--- src/rtl/axi4_burst_master.sv ---
// AXI4 initiator: turns single-word commands into one INCR burst at a time (AW/W/B or AR/R).
// Optional response watchdog is enabled by defining AXI4_MASTER_TIMEOUT_EN.
module axi4_burst_master #(
  parameter int unsigned ADDR_WIDTH     = 16,
  parameter int unsigned DATA_WIDTH     = 32,
  parameter int unsigned TIMEOUT_CYCLES = 256
) (
  input  logic                      ACLK,
  input  logic                      ARESETn,
  input  logic                      cmd_valid,
  output logic                      cmd_ready,
  input  logic                      cmd_write,
  input  logic [ADDR_WIDTH-1:0]     cmd_addr,
  input  logic [7:0]                cmd_len,
  input  logic [DATA_WIDTH-1:0]     wr_data,
  input  logic                      wr_valid,
  output logic                      wr_ready,
  output logic [DATA_WIDTH-1:0]     rd_data,
  output logic                      rd_last,
  output logic                      rd_valid,
  input  logic                      rd_ready,
  output logic                      done,
  output logic [1:0]                done_resp,
  output logic                      done_err,
  output logic [ADDR_WIDTH-1:0]     AWADDR,
  output logic [7:0]                AWLEN,
  output logic [2:0]                AWSIZE,
  output logic [1:0]                AWBURST,
  output logic                      AWVALID,
  input  logic                      AWREADY,
  output logic [DATA_WIDTH-1:0]     WDATA,
  output logic [DATA_WIDTH/8-1:0]   WSTRB,
  output logic                      WLAST,
  output logic                      WVALID,
  input  logic                      WREADY,
  input  logic [1:0]                BRESP,
  input  logic                      BVALID,
  output logic                      BREADY,
  output logic [ADDR_WIDTH-1:0]     ARADDR,
  output logic [7:0]                ARLEN,
  output logic [2:0]                ARSIZE,
  output logic [1:0]                ARBURST,
  output logic                      ARVALID,
  input  logic                      ARREADY,
  input  logic [DATA_WIDTH-1:0]     RDATA,
  input  logic [1:0]                RRESP,
  input  logic                      RLAST,
  input  logic                      RVALID,
  output logic                      RREADY
);
  localparam int unsigned BYTES   = DATA_WIDTH / 8;
  localparam int unsigned SIZE_W  = $clog2(BYTES);
  localparam int unsigned SPAN_W  = 20;
  localparam logic [1:0]  SLVERR  = 2'b10;

  typedef enum logic [2:0] {IDLE, WR_ADDR, WR_DATA, WR_RESP, RD_ADDR, RD_DATA, DONE} state_t;
  state_t state, state_nxt;

  logic [ADDR_WIDTH-1:0] addr_q, cmd_addr_al;
  logic [7:0]            len_q;
  logic [8:0]            loaded;
  logic [DATA_WIDTH-1:0] wdata_q;
  logic [BYTES-1:0]      wstrb_q;
  logic                  wvalid_q, wlast_q;
  logic [1:0]            resp_q;
  logic                  err_q;
  logic [SPAN_W-1:0]     span;
  logic                  crosses, accept, load, w_hs, b_hs, r_hs, timeout;

  // Burst end address relative to its 4KB page, computed on the aligned start address.
  assign cmd_addr_al = cmd_addr & ~ADDR_WIDTH'(BYTES - 1);
  assign span        = SPAN_W'(cmd_addr_al[11:0]) + (SPAN_W'(cmd_len) + SPAN_W'(1)) * SPAN_W'(BYTES);
  assign crosses     = span > SPAN_W'(4096);

  assign accept = (state == IDLE) && cmd_valid;
  assign load   = wr_valid && wr_ready;
  assign w_hs   = wvalid_q && WREADY;
  assign b_hs   = (state == WR_RESP) && BVALID;
  assign r_hs   = (state == RD_DATA) && RVALID && rd_ready;

`ifdef AXI4_MASTER_TIMEOUT_EN
  localparam int unsigned TMO_W = $clog2(TIMEOUT_CYCLES + 1);
  logic [TMO_W-1:0] tmo_cnt;
  logic             waiting;

  assign waiting = (state == WR_RESP) || (state == RD_DATA);
  assign timeout = waiting && !b_hs && !r_hs && (tmo_cnt == TMO_W'(TIMEOUT_CYCLES - 1));

  // Watchdog restarts on every response handshake and outside the wait states.
  always_ff @(posedge ACLK or negedge ARESETn) begin
    if (!ARESETn)                  tmo_cnt <= '0;
    else if (waiting && !b_hs && !r_hs) tmo_cnt <= tmo_cnt + TMO_W'(1);
    else                           tmo_cnt <= '0;
  end
`else
  assign timeout = 1'b0;
`endif

  always_ff @(posedge ACLK or negedge ARESETn) begin
    if (!ARESETn) state <= IDLE;
    else          state <= state_nxt;
  end

  always_comb begin
    state_nxt = state;
    cmd_ready = 1'b0;
    wr_ready  = 1'b0;
    AWVALID   = 1'b0;
    ARVALID   = 1'b0;
    BREADY    = 1'b0;
    RREADY    = 1'b0;
    rd_valid  = 1'b0;
    rd_data   = '0;
    rd_last   = 1'b0;
    done      = 1'b0;
    case (state)
      IDLE: begin
        cmd_ready = 1'b1;
        if (cmd_valid) state_nxt = crosses ? DONE : (cmd_write ? WR_ADDR : RD_ADDR);
      end
      WR_ADDR: begin
        AWVALID = 1'b1;
        if (AWREADY) state_nxt = WR_DATA;
      end
      WR_DATA: begin
        wr_ready = (!wvalid_q || WREADY) && (loaded <= {1'b0, len_q});
        if (w_hs && wlast_q) state_nxt = WR_RESP;
      end
      WR_RESP: begin
        BREADY = 1'b1;
        if (BVALID || timeout) state_nxt = DONE;
      end
      RD_ADDR: begin
        ARVALID = 1'b1;
        if (ARREADY) state_nxt = RD_DATA;
      end
      RD_DATA: begin
        rd_valid = RVALID;
        rd_data  = RDATA;
        rd_last  = RLAST;
        RREADY   = rd_ready;
        if ((r_hs && RLAST) || timeout) state_nxt = DONE;
      end
      DONE: begin
        done      = 1'b1;
        state_nxt = IDLE;
      end
      default: state_nxt = IDLE;
    endcase
  end

  // Command latch, one-entry W stage and burst status.
  always_ff @(posedge ACLK or negedge ARESETn) begin
    if (!ARESETn) begin
      addr_q   <= '0;
      len_q    <= '0;
      loaded   <= '0;
      wdata_q  <= '0;
      wstrb_q  <= '0;
      wvalid_q <= 1'b0;
      wlast_q  <= 1'b0;
      resp_q   <= 2'b00;
      err_q    <= 1'b0;
    end else begin
      if (accept) begin
        addr_q <= cmd_addr_al;
        len_q  <= cmd_len;
        loaded <= '0;
        resp_q <= crosses ? SLVERR : 2'b00;
        err_q  <= crosses;
      end
      if (load) begin
        wdata_q  <= wr_data;
        wstrb_q  <= '1;
        wvalid_q <= 1'b1;
        wlast_q  <= (loaded == {1'b0, len_q});
        loaded   <= loaded + 9'd1;
      end else if (w_hs) begin
        wvalid_q <= 1'b0;
      end
      if (b_hs) resp_q <= BRESP;
      if (r_hs && (RRESP != 2'b00)) resp_q <= SLVERR;
      if (timeout) begin
        resp_q <= SLVERR;
        err_q  <= 1'b1;
      end
    end
  end

  assign AWADDR    = addr_q;
  assign AWLEN     = len_q;
  assign AWSIZE    = 3'(SIZE_W);
  assign AWBURST   = 2'b01;
  assign ARADDR    = addr_q;
  assign ARLEN     = len_q;
  assign ARSIZE    = 3'(SIZE_W);
  assign ARBURST   = 2'b01;
  assign WDATA     = wdata_q;
  assign WSTRB     = wstrb_q;
  assign WLAST     = wlast_q;
  assign WVALID    = wvalid_q;
  assign done_resp = resp_q;
  assign done_err  = err_q;

endmodule

--- config.mk ---
export PLATFORM = sky130hd
export DESIGN_NAME = axi4_burst_master
export DESIGN_NICKNAME = d
export VERILOG_FILES = /design/src/rtl/axi4_burst_master.sv
export SDC_FILE = /design/constraint.sdc
export NUM_CORES = 1
export LEC_CHECK = 0
export ABC_AREA = 1
export CORE_MARGIN = 2
export CORE_UTILIZATION = 41
export DETAILED_ROUTE_END_ITERATION = 12
export PLACE_DENSITY = 0.82
export SYNTH_ARGS = -nofsm -noshare
export SYNTH_HDL_FRONTEND = slang
export SYNTH_SLANG_ARGS = --single-unit
--- constraint.sdc ---
create_clock -name ACLK -period 3.05 [get_ports ACLK]
set_input_delay 0.7625 -clock ACLK [delete_from_list [all_inputs] [get_ports ACLK]]
set_output_delay 0.7625 -clock ACLK [all_outputs]
set_load 0.005 [all_outputs]
==> results of run 1 <==
==> Yosys cell counts (2+ instances only) <==
cell type / count
xor2_1: 8
nor2_1: 59
buf_2: 5
buf_4: 40
inv_2: 4
buf_1: 4
o21ai_0: 17
conb_1: 2
inv_1: 134
nor3_1: 7
nand4_1: 16
or2_2: 3
ha_1: 21
buf_6: 4
o21ai_2: 5
clkbuf_1: 4
nand3_1: 30
nand2_1: 182
dfrtp_1: 72
o21ai_1: 26
a21oi_1: 11
nor2_4: 2
==> where the power goes <==
| group | switching [uW] | internal (uW) |
|---|---|---|
| clock | 381 | 545 |
| combinational | 1190 | 1560 |
| sequential | 280 | 1340 |
| total | 1860 | 3440 |
==> repair_timing <==
| action | CTS | global route |
|---|---|---|
| resized for setup | 27 | 24 |
| endpoints found under the setup margin | 6 | 11 |
| pin swaps | 11 | 11 |
| buffers inserted | 3 | 3 |
==> final cells by class <==
class	instances	area share [%]
Clock inverter	5	0.466
Inverter	138	6.92
Tap cell	143	2.38
Clock buffer	10	3.04
Sequential cell	72	24.0
Timing Repair Buffer	264	33.9
Multi-Input combinational cell	410	29.4
==> through the flow <==
stage | instance area [um2] | setup WS, ns
after floorplan | 4750 | 0.127
after global placement | 7040 | -0.504
after detailed placement | 7040 | -0.578
after CTS | 7460 | 0.111
after global routing | 7520 | 0.00876
final | 7520 | 0.115
==> layout by cell type, fill, tap and decap left out, types with 16 or more instances in the layout <==
cell type        netlist  final
clkdlybuf4s50_1        0    220
o21ai_0               17     17
dfrtp_1               72     71
o21ai_1               26     26
buf_4                 40     37
nand2_1              182    177
inv_1                134    129
nand4_1               16     16
nand3_1               30     26
nor2_1                59     58
==> registers in the layout, indices dropped and copies added, names as in the netlist <==
| signal | cells |
|---|---|
| loaded | 9 |
| WLAST | 1 |
| WDATA | 32 |
| WSTRB | 1 |
| done_err | 1 |
| state | 3 |
| ARLEN | 8 |
| done_resp | 2 |
| ARADDR | 14 |
| WVALID | 1 |
==> routing by layer <==
layer / GRT usage [%] / up-vias / share of wire (%)
met1: 28.2 / 2134 / 44
met3: 4.05 / 15 / 5.2
li1: - / 2424 / -
met4: 4.61 / 0 / 1.4
met2: 37.7 / 142 / 49
met5: 0 / - / 0
==> cells by family after synthesis <==
| group | Yosys count |
|---|---|
| buffers and inverters | 196 |
| flip-flops | 72 |
| AO/OA/AOI/OAI | 63 |
| other | 2 |
| AND/OR/NAND/NOR | 303 |
| adder cells (fa/ha/maj) | 22 |
| XOR/XNOR | 8 |
==> worst paths after layout <==
| path | startpoint | end | slack, ns |
|---|---|---|---|
| setup / recovery | ARLEN[2] | wr_ready | 0.12 |
| hold / removal | WDATA[3] | WDATA[3] | 0.48 |
| setup reg to reg | ARLEN[2] | WDATA[19] | 0.67 |
| hold reg to reg | WDATA[3] | WDATA[3] | 0.48 |
| max in group asynchronous | ARESETn | ARLEN[1] | 1.82 |
| min in group asynchronous | ARESETn | WDATA[30] | 0.57 |
==> worst min-delay path: stages, from the launching register on <==
cell	delay (ns)
dfrtp_1	0.34
nand2_1	0.06
o21ai_2	0.05
==> metrics.csv, run 1 <==
stage,metric,value,unit
timing,worst hold slack,0.479,ns
critical_path,Slowest cell on crit path,dfrtp_1,
clock_tree,CTS Buf Count,9,
critical_path,crit path cell chain,inv_1 -> ha_1 -> nand2_1 -> o21a_1 -> o21ai_1 -> nand2_1 -> nand2_1 -> nand2_1 -> nand2_1 -> nand2_1 -> nand2_1 -> nor2_1 -> dlygate4sd2_1,
critical_path,CP bufs+invs,2,
yosys,Synth Area in Compound Gates,7.44,%
critical_path,CP top delay family,simple AND/OR/NAND/NOR gates,
floorplan,die width,111,um
yosys,Synth Area in Simple Gates,27.0,%
clock_tree,clock latency on the worst-skew pair,0.32,ns
global_routing,largest net degree at the start of global routing,74,
min_path,Hold Crit Class,register to register,
timing,fin crit share,96.2,%
timing,RSZ-0062 raised after global routing,no,
route,Routed WL per cell,13.3,um
layout,Antenna Cells,0,
placed_design,Final HPWL DP,10.4,mm
timing,Max Clock Skew,0.00908,ns
yosys,Post-synth EDFFs,0,
run_status,outcome,"finished, final reports clean",
yosys,"Seq/Total Area, Yosys",38.3,%
critical_path,CP dominant cell by count,nand2_1,
route,initial DRC count,305,
critical_path,worst reg-to-reg path cell count,15,
timing,Fin. Hold Viols,0,
layout,final cell utilization of the core,66.5,%
floorplan,I/O pins,244,
route,first-pass iteration count of the detailed router,4,
critical_path,CP arrival,2.17,ns
route,vias per cell,4.52,
placed_design,Port Buffers,227,
yosys,xor-xnor portion of the synthesized cell area,1.49,%
layout,Non-Filler Instances,1042,
yosys,Synth async-reset ratio,100,%
layout,Layout area overhead,59.9,%
yosys,yosys warns,0,
timing,slew margin rel.,39.0,%
yosys,mux share of post-synthesis cell area,0,%
timing,"Setup violations, final",0,
yosys,largest family of logic cells by synthesized area,simple AND/OR/NAND/NOR gates,
yosys,Yosys top cell area share,38.3,%
floorplan,Starting Density,41.6,%
layout,area of the multi-input gates,0.00221,mm2
timing,Fmax achieved,341,MHz
clock_tree,hold_buf cts,0,
clock_tree,CTS tree,done,
timing,Fin Setup TNS,0,ns
yosys,Syn Inst Count,666,
floorplan,die span in y,111,um
floorplan,die footprint,0.0123,mm2
yosys,synthesized flop and latch total,72,
clock_tree,total clock sinks,72,
timing,min cycle time layout,2.93,ns
route,DRT Wirelength,13.9,mm
min_path,Hold Path Cell Cnt,2,
global_routing,initial antenna violation count,0,
layout,Sequential Area,0.00180,mm2
layout,filler instances,918,
global_routing,gr ovfl total,0,
route,via count,4715,
critical_path,CP Class,register to output port,
power,leak pwr,0.00389,uW
yosys,mean area per synthesized cell,7.07,um2
global_routing,Overall Global Routing Usage,21.6,%
clock_tree,Clock transition at path regs,0.06,ns
timing,Worst Max-Slew Pin Slew,0.916,ns
power,maximum vdd ir drop,453,uV
placed_design,placed cell count,1021,
power,power density cells,704,mW/mm2
layout,Layout Nets,1021,
yosys,synth top area cells,"dfrtp_1 38%, nand2_1 15%, inv_1 11%",
clock_tree,H-tree depth,3,
placed_design,GPL Wtd Cong,0.890,
yosys,synthesized area,0.00471,mm2
global_routing,first-pass GRT wire length,21.8,mm
yosys,leading area contributor after synthesis,dfrtp_1,
route,Post-DRT Antenna Nets,0,
clock_tree,Root Buffer Master,clkbuf_16,
yosys,adder-cell share of the synthesized area,6.01,%
critical_path,CP Depth,13,
run,maxcap violations,0,
critical_path,"slowest stage delay, CP",0.37,ns
timing,Slew Limit Fails,0,
layout,layout cells sized above 1,11.9,%
yosys,Main synth FF type,dfrtp_1,
critical_path,crit path launch type,register,
critical_path,"Req. time, crit path",2.29,ns
power,Total Power,5300,uW
clock_tree,Clock Tree Buf Depth,2,
floorplan,FP Rows,39,
global_routing,vias in the first global route,4485,
critical_path,maximum fanout along the worst path,2,
critical_path,Worst Setup End Kind,output port,
route,DRC violations left,0,
yosys,Netlist cell types,32,
floorplan,CORE AREA,0.0113,mm2
No activity file was read; power rests on OpenSTA's default activity.
==> run 2: changes to the inputs <==
--- a/config.mk
+++ b/config.mk
@@ -8,6 +8,7 @@
 export ABC_AREA = 1
 export CORE_MARGIN = 2
 export CORE_UTILIZATION = 41
+export CTS_CLUSTER_SIZE = 25
 export DETAILED_ROUTE_END_ITERATION = 12
 export PLACE_DENSITY = 0.82
 export SYNTH_ARGS = -nofsm -noshare
==> results of run 2 <==
Final layout, timing and power as in run 1 (identical DEF).
==> run 3: changes to the inputs <==
==> constraint.sdc (replaced) <==
create_clock -name ACLK -period 3.05 [get_ports ACLK]
set_input_delay 0.7625 -clock ACLK [delete_from_list [all_inputs] [get_ports ACLK]]
set_output_delay 0.7625 -clock ACLK [all_outputs]
set_load 0.05 [all_outputs]
==> run 3 against run 2 <==
  * Via count is 0.47% higher
  * Cell area is 1.5% higher
  * Critical path type unchanged
  * Count of clock-buffer cells in the layout is 1 lower
  * Global-route usage is 0.37 points lower
  * Total power is 43% higher
  * Sequential cell count stayed put
  * First-iteration DRC count is 15% lower
  * Register-to-register slack better by 0.02 ns
  * Setup slack worse by 0.038 ns
  * Cell count is 0.58% lower
  * Sequential power is 3% higher
==> metrics.csv, run 3 (synthesis gave the netlist of run 1 again) <==
stage,metric,value,unit,change
layout,Layout Nets,1014,,-0.69%
critical_path,"Req. time, crit path",2.29,ns,about the same
critical_path,CP arrival,2.21,ns,+0.04 ns
clock_tree,hold_buf cts,0,,unchanged
placed_design,Final HPWL DP,10.1,mm,-2.8%
route,vias per cell,4.57,,+1.0%
global_routing,initial antenna violation count,0,,unchanged
placed_design,placed cell count,1018,,-0.29%
run_status,outcome,"finished, final reports clean",,
critical_path,crit path launch type,register,,
critical_path,worst reg-to-reg path cell count,15,,unchanged
route,Post-DRT Antenna Nets,0,,unchanged
floorplan,CORE AREA,0.0113,mm2,unchanged
min_path,Hold Path End,WDATA[2],,
global_routing,Overall Global Routing Usage,21.3,%,-0.37 points
clock_tree,Clock Tree Buf Depth,2,,unchanged
global_routing,first-pass GRT wire length,21.5,mm,-1.5%
placed_design,Port Buffers,227,,unchanged
min_path,Hold Crit Class,register to register,,
min_path,worst hold start,WDATA[2],,
layout,layout cells sized above 1,15.2,%,+3.3 points
timing,Fin. Hold Viols,0,,unchanged
route,via count,4737,,+0.47%
global_routing,vias in the first global route,4447,,-0.85%
critical_path,Slowest cell on crit path,clkdlybuf4s50_1,,
critical_path,CP Class,register to output port,,
placed_design,Post-Place Worst Slack,-0.541,ns,+0.0371 ns
floorplan,die width,111,um,unchanged
clock_tree,CTS tree,done,,
route,first-pass iteration count of the detailed router,4,,unchanged
power,leak pwr,0.00401,uW,+3.1%
global_routing,gr ovfl total,0,,unchanged
layout,most frequent cells in the layout,"183 x clkdlybuf4s50_1, 177 x nand2_1, 128 x inv_1",,
timing,fin crit share,97.5,%,+1.2 points
route,DRT Wirelength,13.5,mm,-2.9%
clock_tree,H-tree depth,3,,unchanged
layout,Layout area overhead,62.4,%,
timing,Max Clock Skew,0.0122,ns,+0.00310 ns
layout,max reg flops,32,,unchanged
layout,Antenna Cells,0,,unchanged
critical_path,maximum fanout along the worst path,9,,+7
global_routing,largest net degree at the start of global routing,74,,unchanged
timing,"Setup violations, final",0,,unchanged
critical_path,CP bufs+invs,2,,unchanged
power,power density cells,994,mW/mm2,+41%
timing,Final Worst Setup Slack,0.0774,ns,-0.0380 ns
critical_path,R2R Setup Slk,0.69,ns,+0.02 ns
placed_design,GPL Wtd Cong,0.873,,-1.9%
critical_path,Worst Setup End Kind,output port,,
floorplan,die footprint,0.0123,mm2,unchanged
floorplan,I/O pins,244,,unchanged
route,initial DRC count,260,,-15%
clock_tree,Clock transition at path regs,0.05,ns,about the same
power,maximum vdd ir drop,947,uV,+110%
critical_path,"slowest stage delay, CP",0.87,ns,+0.50 ns
timing,Slew Limit Fails,0,,unchanged
run,maxcap violations,0,,unchanged
timing,Fin Setup TNS,0,ns,unchanged
critical_path,RR Endpoint,WDATA[25],,
layout,final cell utilization of the core,67.5,%,+1.0 points
layout,Non-Filler Instances,1036,,-0.58%
floorplan,die span in y,111,um,unchanged
clock_tree,CTS Buf Count,9,,unchanged
timing,Fmax achieved,336,MHz,-1.3%
layout,"most common cell after layout, fill and taps aside",clkdlybuf4s50_1,,
timing,worst hold slack,0.480,ns,+0.000285 ns
floorplan,FP Rows,39,,unchanged
critical_path,CP top delay family,buffers and inverters,,
timing,Worst Max-Slew Pin Slew,0.910,ns,-0.00602 ns
critical_path,Reg2Reg Launch Point,ARLEN[2],,
min_path,Hold Path Cell Cnt,2,,unchanged
floorplan,Starting Density,41.6,%,unchanged
critical_path,crit path cell chain,inv_1 -> nor3_1 -> clkdlybuf4s50_1,,
clock_tree,total clock sinks,72,,unchanged
route,DRC violations left,0,,unchanged
timing,min cycle time layout,2.97,ns,+0.0380 ns
clock_tree,Root Buffer Master,clkbuf_16,,
timing,slew margin rel.,39.4,%,+0.40 points
clock_tree,clock latency on the worst-skew pair,0.33,ns,about the same
route,Routed WL per cell,13.0,um,-2.3%
## run 3: area by class of cell
| type | instances | area, um2 |
|---|---|---|
| clock buffers | 9 | 225 |
| clock inverters | 7 | 101 |
| fillers | 912 | 3680 |
| inverters | 138 | 518 |
| multi-input cells | 410 | 2200 |
| flip-flops and latches | 72 | 1800 |
| well taps | 143 | 179 |
| repair buffers | 257 | 2610 |
## run 3: worst max path at each step
stage                          start            to  slack [ns]  cells past startpoint
after floorplan             ARLEN[2]      wr_ready        0.04                     13
after global placement    cmd_len[2]      state[2]       -0.51                     20
after detailed placement  cmd_len[2]  done_resp[1]       -0.54                     17
after CTS                 cmd_len[2]      state[2]       0.001                     21
after global routing      cmd_len[1]      state[2]       -0.02                     21
final                       state[2]       ARVALID        0.08                      3
## run 3: per-layer routing
layer	GRT usage, %	up-vias	wire length [um]
met4	7.74	0	333
li1	-	2411	-
met1	27.9	2164	5860
met2	35.8	138	6670
met5	0	-	0
met3	3.17	24	632
## run 3: power by group
part	leakage [uW]	switching (uW)	total, uW	internal [uW]
clock network	0.000153	428	1150	725
registers	0.000918	327	1670	1340
logic	0.00294	3200	4780	1580
total	0.00401	3960	7590	3640
## run 3: worst register-to-register path: stages, from the launching register on
cell and delay [ns]:
dfrtp_1 0.44, inv_1 0.07, ha_1 0.30, nand2_1 0.07
o21a_1 0.17, o21ai_1 0.12, nand2_1 0.07, nand2_1 0.06
nand2_1 0.05, nand2_1 0.05, nand2_1 0.06, buf_4 0.17
nand3_2 0.13, buf_12 0.30, nand2_1 0.13, o21ai_1 0.10
## run 3: repair_timing
item                                    in CTS  in global routing
endpoints found under the setup margin       5                  5
setup buffers                                1                  1
gates resized for setup                     27                 16
pin swaps                                   11                  9
gates cloned                                 0                  0
## run 3: per-stage QoR
stage / cell area (um2) / power [uW]
floorplan: 4760 / 4920
global placement: 7120 / 6360
detailed placement: 7120 / 6420
CTS: 7610 / 7630
global route: 7640 / 7990
finish: 7640 / 7590
